`config.mk`:
```
export PLATFORM = sky130hd
export DESIGN_NAME = ram_arbiter_flat
export DESIGN_NICKNAME = d
export VERILOG_FILES = /design/src/rtl/ram_arbiter_if.sv /design/src/rtl/ram_arbiter.sv /design/src/flat_wrapper.sv
export SDC_FILE = /design/constraint.sdc
export NUM_CORES = 1
export LEC_CHECK = 0
export BUFFER_PORTS_ARGS = -buffer_cell sky130_fd_sc_hd__buf_2
export CAP_MARGIN = 20
export CORE_ASPECT_RATIO = 1.1
export CORE_MARGIN = 2
export CORE_UTILIZATION = 44
export CTS_CLUSTER_DIAMETER = 120
export CTS_CLUSTER_SIZE = 20
export DETAILED_ROUTE_END_ITERATION = 8
export GPL_TIMING_DRIVEN = 0
export HOLD_SLACK_MARGIN = 0.05
export PLACE_DENSITY_LB_ADDON = 0.08
export SYNTH_ARGS = -nofsm -noshare
export SYNTH_HDL_FRONTEND = slang
export SYNTH_SLANG_ARGS = --single-unit
```
`constraint.sdc`:
```
create_clock -name clk -period 2 [get_ports clk]
set_clock_uncertainty 0.15 [all_clocks]
set_input_delay 0.2 -clock clk [delete_from_list [all_inputs] [get_ports clk]]
set_output_delay 0.2 -clock clk [all_outputs]
set_load 0.05 [all_outputs]
```
`src/rtl/ram_arbiter_if.sv`:
```
// Bus bundle between the two RAM requesters (fetch and data), the arbiter and the RAM.
// The slave modport is the arbiter's view. The master modport is the view of the
// requesters and the RAM model.
interface ram_arbiter_if #(
  parameter int unsigned ADDR_W = 16,
  parameter int unsigned DATA_W = 64
);
  // Instruction-fetch requester
  logic              i_req;
  logic [ADDR_W-1:0] i_addr;
  logic              i_gnt;
  logic              i_done;
  logic [DATA_W-1:0] i_rdata;

  // Data requester
  logic              d_req;
  logic              d_we;
  logic [ADDR_W-1:0] d_addr;
  logic [DATA_W-1:0] d_wdata;
  logic              d_gnt;
  logic              d_done;
  logic [DATA_W-1:0] d_rdata;

  // RAM side
  logic              ram_use;
  logic              ram_read;
  logic              ram_write;
  logic [ADDR_W-1:0] ram_addr;
  logic [DATA_W-1:0] ram_wdata;
  logic [DATA_W-1:0] ram_rdata;
  logic              ram_ready;

  // Timeout abort pulse
  logic              err;

  modport slave (
    input  i_req, i_addr,
    output i_gnt, i_done, i_rdata,
    input  d_req, d_we, d_addr, d_wdata,
    output d_gnt, d_done, d_rdata,
    output ram_use, ram_read, ram_write, ram_addr, ram_wdata,
    input  ram_rdata, ram_ready,
    output err
  );

  modport master (
    output i_req, i_addr,
    input  i_gnt, i_done, i_rdata,
    output d_req, d_we, d_addr, d_wdata,
    input  d_gnt, d_done, d_rdata,
    input  ram_use, ram_read, ram_write, ram_addr, ram_wdata,
    output ram_rdata, ram_ready,
    input  err
  );
endinterface

```
`src/rtl/ram_arbiter.sv`:
```
// Two-port RAM arbiter. It shares one single-access RAM between the instruction fetch
// and data requesters.
// - Data has priority. Fetch is guaranteed a slot after STARVE_MAX consecutive data wins.
// - Every access is bounded by a TIMEOUT-cycle watchdog.
// - All outputs are registered.
module ram_arbiter #(
  parameter int unsigned ADDR_W     = 16,
  parameter int unsigned DATA_W     = 64,
  parameter int unsigned STARVE_MAX = 3,
  parameter int unsigned TIMEOUT    = 255
) (
  input  logic            clk,
  input  logic            reset_n,
  ram_arbiter_if.slave    bus
);

  localparam logic [3:0] StarveMax   = 4'(STARVE_MAX);
  // Abort at the end of the TIMEOUT-th busy cycle without ram_ready.
  localparam logic [7:0] TimeoutLast = 8'(TIMEOUT - 1);

  typedef enum logic [1:0] {
    StIdle,
    StBusyI,
    StBusyD
  } state_e;

  state_e     state_q;
  logic [3:0] starve_q;
  logic [7:0] tcnt_q;

  // Arbitration, access sequencing and all registered outputs
  always_ff @(posedge clk or negedge reset_n) begin
    if (!reset_n) begin
      state_q       <= StIdle;
      starve_q      <= '0;
      tcnt_q        <= '0;
      bus.i_gnt     <= 1'b0;
      bus.i_done    <= 1'b0;
      bus.i_rdata   <= '0;
      bus.d_gnt     <= 1'b0;
      bus.d_done    <= 1'b0;
      bus.d_rdata   <= '0;
      bus.ram_use   <= 1'b0;
      bus.ram_read  <= 1'b0;
      bus.ram_write <= 1'b0;
      bus.ram_addr  <= '0;
      bus.ram_wdata <= '0;
      bus.err       <= 1'b0;
    end else begin
      // Done and err are single-cycle pulses.
      bus.i_done <= 1'b0;
      bus.d_done <= 1'b0;
      bus.err    <= 1'b0;

      unique case (state_q)
        StIdle: begin
          // ram_ready is ignored here. Entering IDLE after each access gives the
          // mandatory one-cycle gap between grants.
          if (bus.d_req && (!bus.i_req || starve_q < StarveMax)) begin
            state_q       <= StBusyD;
            tcnt_q        <= '0;
            bus.d_gnt     <= 1'b1;
            bus.ram_use   <= 1'b1;
            bus.ram_write <= bus.d_we;
            bus.ram_read  <= ~bus.d_we;
            bus.ram_addr  <= bus.d_addr;
            bus.ram_wdata <= bus.d_wdata;
            // Count only wins that made fetch wait. The guard above keeps this below
            // StarveMax, so the count saturates there.
            if (bus.i_req) begin
              starve_q <= starve_q + 4'd1;
            end
          end else if (bus.i_req) begin
            state_q       <= StBusyI;
            tcnt_q        <= '0;
            starve_q      <= '0;
            bus.i_gnt     <= 1'b1;
            bus.ram_use   <= 1'b1;
            bus.ram_write <= 1'b0;
            bus.ram_read  <= 1'b1;
            bus.ram_addr  <= bus.i_addr;
            bus.ram_wdata <= '0;
          end
        end

        StBusyI, StBusyD: begin
          // ram_ready wins over a timeout reached in the same cycle.
          if (bus.ram_ready || tcnt_q == TimeoutLast) begin
            if (state_q == StBusyI) begin
              bus.i_done <= 1'b1;
              if (bus.ram_ready) begin
                bus.i_rdata <= bus.ram_rdata;
              end
            end else begin
              bus.d_done <= 1'b1;
              if (bus.ram_ready && bus.ram_read) begin
                bus.d_rdata <= bus.ram_rdata;
              end
            end
            bus.err       <= ~bus.ram_ready;
            state_q       <= StIdle;
            bus.i_gnt     <= 1'b0;
            bus.d_gnt     <= 1'b0;
            bus.ram_use   <= 1'b0;
            bus.ram_read  <= 1'b0;
            bus.ram_write <= 1'b0;
            bus.ram_addr  <= '0;
            bus.ram_wdata <= '0;
          end else begin
            tcnt_q <= tcnt_q + 8'd1;
          end
        end

        default: begin
          state_q <= StIdle;
        end
      endcase
    end
  end

endmodule

```
`src/flat_wrapper.sv`:
```
// flat-port wrapper written by rule: the top's interface ports become plain ports
module ram_arbiter_flat 
#(
  parameter int unsigned ADDR_W     = 16,
  parameter int unsigned DATA_W     = 64,
  parameter int unsigned STARVE_MAX = 3,
  parameter int unsigned TIMEOUT    = 255
)
  (clk, reset_n, bus_i_req, bus_i_addr, bus_i_gnt, bus_i_done, bus_i_rdata, bus_d_req, bus_d_we, bus_d_addr, bus_d_wdata, bus_d_gnt, bus_d_done, bus_d_rdata, bus_ram_use, bus_ram_read, bus_ram_write, bus_ram_addr, bus_ram_wdata, bus_ram_rdata, bus_ram_ready, bus_err);
  ram_arbiter_if #(.ADDR_W(ADDR_W), .DATA_W(DATA_W)) bus_i ();
  input  logic clk;
  input  logic reset_n;
  input wire logic [$bits(bus_i.i_req)-1:0] bus_i_req;
  input wire logic [$bits(bus_i.i_addr)-1:0] bus_i_addr;
  output wire logic [$bits(bus_i.i_gnt)-1:0] bus_i_gnt;
  output wire logic [$bits(bus_i.i_done)-1:0] bus_i_done;
  output wire logic [$bits(bus_i.i_rdata)-1:0] bus_i_rdata;
  input wire logic [$bits(bus_i.d_req)-1:0] bus_d_req;
  input wire logic [$bits(bus_i.d_we)-1:0] bus_d_we;
  input wire logic [$bits(bus_i.d_addr)-1:0] bus_d_addr;
  input wire logic [$bits(bus_i.d_wdata)-1:0] bus_d_wdata;
  output wire logic [$bits(bus_i.d_gnt)-1:0] bus_d_gnt;
  output wire logic [$bits(bus_i.d_done)-1:0] bus_d_done;
  output wire logic [$bits(bus_i.d_rdata)-1:0] bus_d_rdata;
  output wire logic [$bits(bus_i.ram_use)-1:0] bus_ram_use;
  output wire logic [$bits(bus_i.ram_read)-1:0] bus_ram_read;
  output wire logic [$bits(bus_i.ram_write)-1:0] bus_ram_write;
  output wire logic [$bits(bus_i.ram_addr)-1:0] bus_ram_addr;
  output wire logic [$bits(bus_i.ram_wdata)-1:0] bus_ram_wdata;
  input wire logic [$bits(bus_i.ram_rdata)-1:0] bus_ram_rdata;
  input wire logic [$bits(bus_i.ram_ready)-1:0] bus_ram_ready;
  output wire logic [$bits(bus_i.err)-1:0] bus_err;
  assign bus_i.i_req = bus_i_req;
  assign bus_i.i_addr = bus_i_addr;
  assign bus_i_gnt = bus_i.i_gnt;
  assign bus_i_done = bus_i.i_done;
  assign bus_i_rdata = bus_i.i_rdata;
  assign bus_i.d_req = bus_d_req;
  assign bus_i.d_we = bus_d_we;
  assign bus_i.d_addr = bus_d_addr;
  assign bus_i.d_wdata = bus_d_wdata;
  assign bus_d_gnt = bus_i.d_gnt;
  assign bus_d_done = bus_i.d_done;
  assign bus_d_rdata = bus_i.d_rdata;
  assign bus_ram_use = bus_i.ram_use;
  assign bus_ram_read = bus_i.ram_read;
  assign bus_ram_write = bus_i.ram_write;
  assign bus_ram_addr = bus_i.ram_addr;
  assign bus_ram_wdata = bus_i.ram_wdata;
  assign bus_i.ram_rdata = bus_ram_rdata;
  assign bus_i.ram_ready = bus_ram_ready;
  assign bus_err = bus_i.err;
  ram_arbiter #(.ADDR_W(ADDR_W), .DATA_W(DATA_W), .STARVE_MAX(STARVE_MAX), .TIMEOUT(TIMEOUT)) u_core (.clk(clk), .reset_n(reset_n), .bus(bus_i));
endmodule
```
==> impl_metrics.env <==
export IMPL_chipHeight_um=157
export IMPL_rsz0062_at_grt="yes"
export IMPL_tritoncts="built"
export IMPL_wl_per_cell_um=17.3
export IMPL_coreArea_mm2=0.0212
export IMPL_synth_warnings=0
export IMPL_dp_cells=1398
export IMPL_p_leak_uw=0.00720
export IMPL_synth_xor_area_share_pct=0
export IMPL_fin_setup_tns_ns=-0.145
export IMPL_cts_buffer_depth=3
export IMPL_rows=56
export IMPL_area_growth_pct=54.0
export IMPL_placed_cell_area_mm2=0.0117
export IMPL_grt_pass1_vias=8041
export IMPL_hold_ws_ns=0.109
export IMPL_design_area_mm2=0.0145
export IMPL_relSlewSlack_pct=44.5
export IMPL_synthArstFlopShare_pct=100
export IMPL_synthAdderAreaFrac_pct=0.931
export IMPL_end_kind="flip-flop"
export IMPL_route_detailed_drc=0
export IMPL_numCtsBuffers=15
export IMPL_fin_crit_ns=2.05
export IMPL_status="finished, violations left"
export IMPL_synth_area_leader_cell="dfrtp_1"
export IMPL_min_path_type="input pin to flip-flop"
export IMPL_grt_remaining_overflow=0
export IMPL_io_pins=382
export IMPL_grt_pass1_wl_um=41500
export IMPL_cts_sinks=230
export IMPL_synthesis_instances=727
export IMPL_arrival_ns=2.26
export IMPL_synth_top_area_share_pct=61.2
export IMPL_synthMuxAreaShare_pct=17.5
export IMPL_drtPass1Iterations=5
export IMPL_vias=8010
export IMPL_synth_most_common_cell="dfrtp_1"
export IMPL_synth_compound_area_share_pct=7.33
export IMPL_drive_above_1_share_pct=46.9
export IMPL_port_buffers=380
export IMPL_powerDensity_mw_per_mm2=1870
export IMPL_final_max_slew_viol_count=0
export IMPL_grt_max_degree=120
export IMPL_dp_hpwl_um=17700
export IMPL_cp_start_kind="flip-flop"
export IMPL_final_nets=1493
export IMPL_vias_per_cell=4.98
export IMPL_die_x_um=143
export IMPL_synth_edf_count=0
export IMPL_synth_nets=900
export IMPL_synth_top_flop_cell="dfrtp_1"
export IMPL_worst_pin_slew_ns=0.832
export IMPL_ys_seq_area_share_pct=61.2
export IMPL_drt_iter0_markers=357
export IMPL_ant_nets=0
export IMPL_finalCritPeriodShare_pct=102
export IMPL_n_antenna_cell=0
export IMPL_clkTransAtPathRegs_ns=0.08
export IMPL_track_usage_pct=23.1
export IMPL_fillCellCount=1621
export IMPL_die_area_mm2=0.0226
export IMPL_synth_simple_area_share_pct=7.45
export IMPL_cts_root_buffer="clkbuf_16"
export IMPL_clk_latency_ns=0.47
export IMPL_h_tree_depth=1
export IMPL_syn_avg_cell_area_um2=12.9
export IMPL_timing_fmax_ghz=0.488
export IMPL_globalplace_congestion=0.815
export IMPL_synth_area_leaders="dfrtp_1, mux2_2, nand4_1"
export IMPL_setup_viol=13
export IMPL_stdcell_count=1609
export IMPL_synthTopCellsByCount="dfrtp_1, mux2_2, inv_1, nand4_1, o21ai_1"
export IMPL_antenna_found_initial=0
export IMPL_max_cap_viol_count=0
export IMPL_wl_um=27900
export IMPL_ys_seq_elements=230
export IMPL_critPathKind="flip-flop to flip-flop"
export IMPL_irDropWorstVdd_uv=1260
export IMPL_syn_cell_area_mm2=0.00941
export IMPL_cp_required_ns=2.21
export IMPL_start_util_pct=44.5
export IMPL_synth_top_family_by_area="multiplexers"
export IMPL_path_max_fanout=6
export IMPL_layout_setup_ws_ns=-0.0476
export IMPL_violations="setup timing"
export IMPL_synth_distinct_cells=49
export IMPL_hold_viol_final=0
## stage by stage
| step | utilization (%) | total power, µW | setup slack, ns |
|---|---|---|---|
| after global placement | 55.2 | 22500 | -3.61 |
| after detailed placement | 55.4 | 22700 | -0.298 |
| after global routing | 68.5 | 28500 | -0.117 |
| after floorplan | - | 18900 | 0.00908 |
| after CTS | 66.0 | 26300 | -0.0154 |
| final | 68.5 | 27200 | -0.0476 |
## repair_timing
action / CTS / global route
buffers inserted: 10 / 16
endpoints found under the hold margin: 327 / 0
hold buffers: 164 / 0
resized for setup: 34 / 93
gates cloned: 2 / 5
pin swaps: 3 / 8
endpoints found under the setup margin: 205 / 181
## registers in the layout, summed over array words and instances (netlist names), 2 cells and up
name                  count
u_core.bus.d_rdata       64
u_core.bus.ram_wdata     64
u_core.starve_q           4
u_core.bus.i_rdata       64
u_core.state_q            2
u_core.bus.ram_addr      16
u_core.tcnt_q             8
## power breakdown
group	total (µW)	internal (µW)	leakage [µW]	switching [µW]
logic	16400	4890	0.00411	11500
clock network	2850	1360	0.000191	1500
registers	7890	6790	0.00290	1100
total	27200	13000	0.00720	14100
## cell type report
cell class              count  area (µm²)  area share [%]
clock buffers              15         375            2.59
flip-flops and latches    230        5760            39.7
repair buffers            577        3940            27.2
inverters                  70         263            1.81
multi-input cells         380        3340            23.0
plain buffers              46         445            3.07
well taps                 290         363            2.50
clock inverters             1        11.3          0.0777
## critical path: stages, from the launching register on
cell and delay [ns]:
dfrtp_1 0.43, inv_2 0.08, ha_4 0.27, nor2b_4 0.14
o22ai_4 0.21, and2_4 0.23, buf_8 0.13, mux2_4 0.29
## path summary, 6_finish.rpt
| path | to | slack [ns] | start | depth (start not counted) |
|---|---|---|---|---|
| setup / recovery | u_core.bus.ram_read | -0.05 | u_core.state_q[0] | 7 |
| max in group asynchronous | u_core.state_q[1] | 0.35 | reset_n | 3 |
| hold reg to reg | u_core.bus.ram_addr[9] | 0.34 | u_core.bus.ram_addr[9] | 1 |
| setup reg to reg | u_core.bus.ram_read | -0.05 | u_core.state_q[0] | 7 |
| hold / removal | u_core.bus.i_rdata[63] | 0.11 | bus_ram_ready | 3 |
| min in group asynchronous | u_core.bus.i_rdata[31] | 0.23 | reset_n | 2 |
## routing by layer
| metal | vias to the layer above | wire length, µm | GRT usage, % |
|---|---|---|---|
| met5 | - | 0 | 0 |
| met4 | 0 | 863 | 8.12 |
| met2 | 308 | 14400 | 40.9 |
| met1 | 3889 | 10700 | 27.7 |
| li1 | 3755 | - | - |
| met3 | 58 | 1930 | 5.11 |
## logic make-up (layout without fill, tap and decap cells)
group	Yosys count	count (layout)
AND/OR/NAND/NOR	113	114
adder cells (fa/ha/maj)	7	7
flip-flops	230	230
multiplexers	148	148
buffers and inverters	118	709
AO/OA/AOI/OAI	111	111
## placed cells by master, fill, tap and decap left out, types with 4 or more instances in the layout
cell type and n:
o2bb2ai_2 5, buf_8 7, nand4_1 68, buf_4 38
clkbuf_2 4, mux2_1 18, inv_1 68, mux2i_1 16
nand3_1 10, o2bb2ai_1 11, nand2_1 5, o21ai_1 54
dlygate4sd3_1 164, buf_6 16, clkbuf_16 19, buf_2 382
dfrtp_1 229, mux2_4 6, o21ai_0 17, mux2_2 106
(Power assumes the default switching activity.)
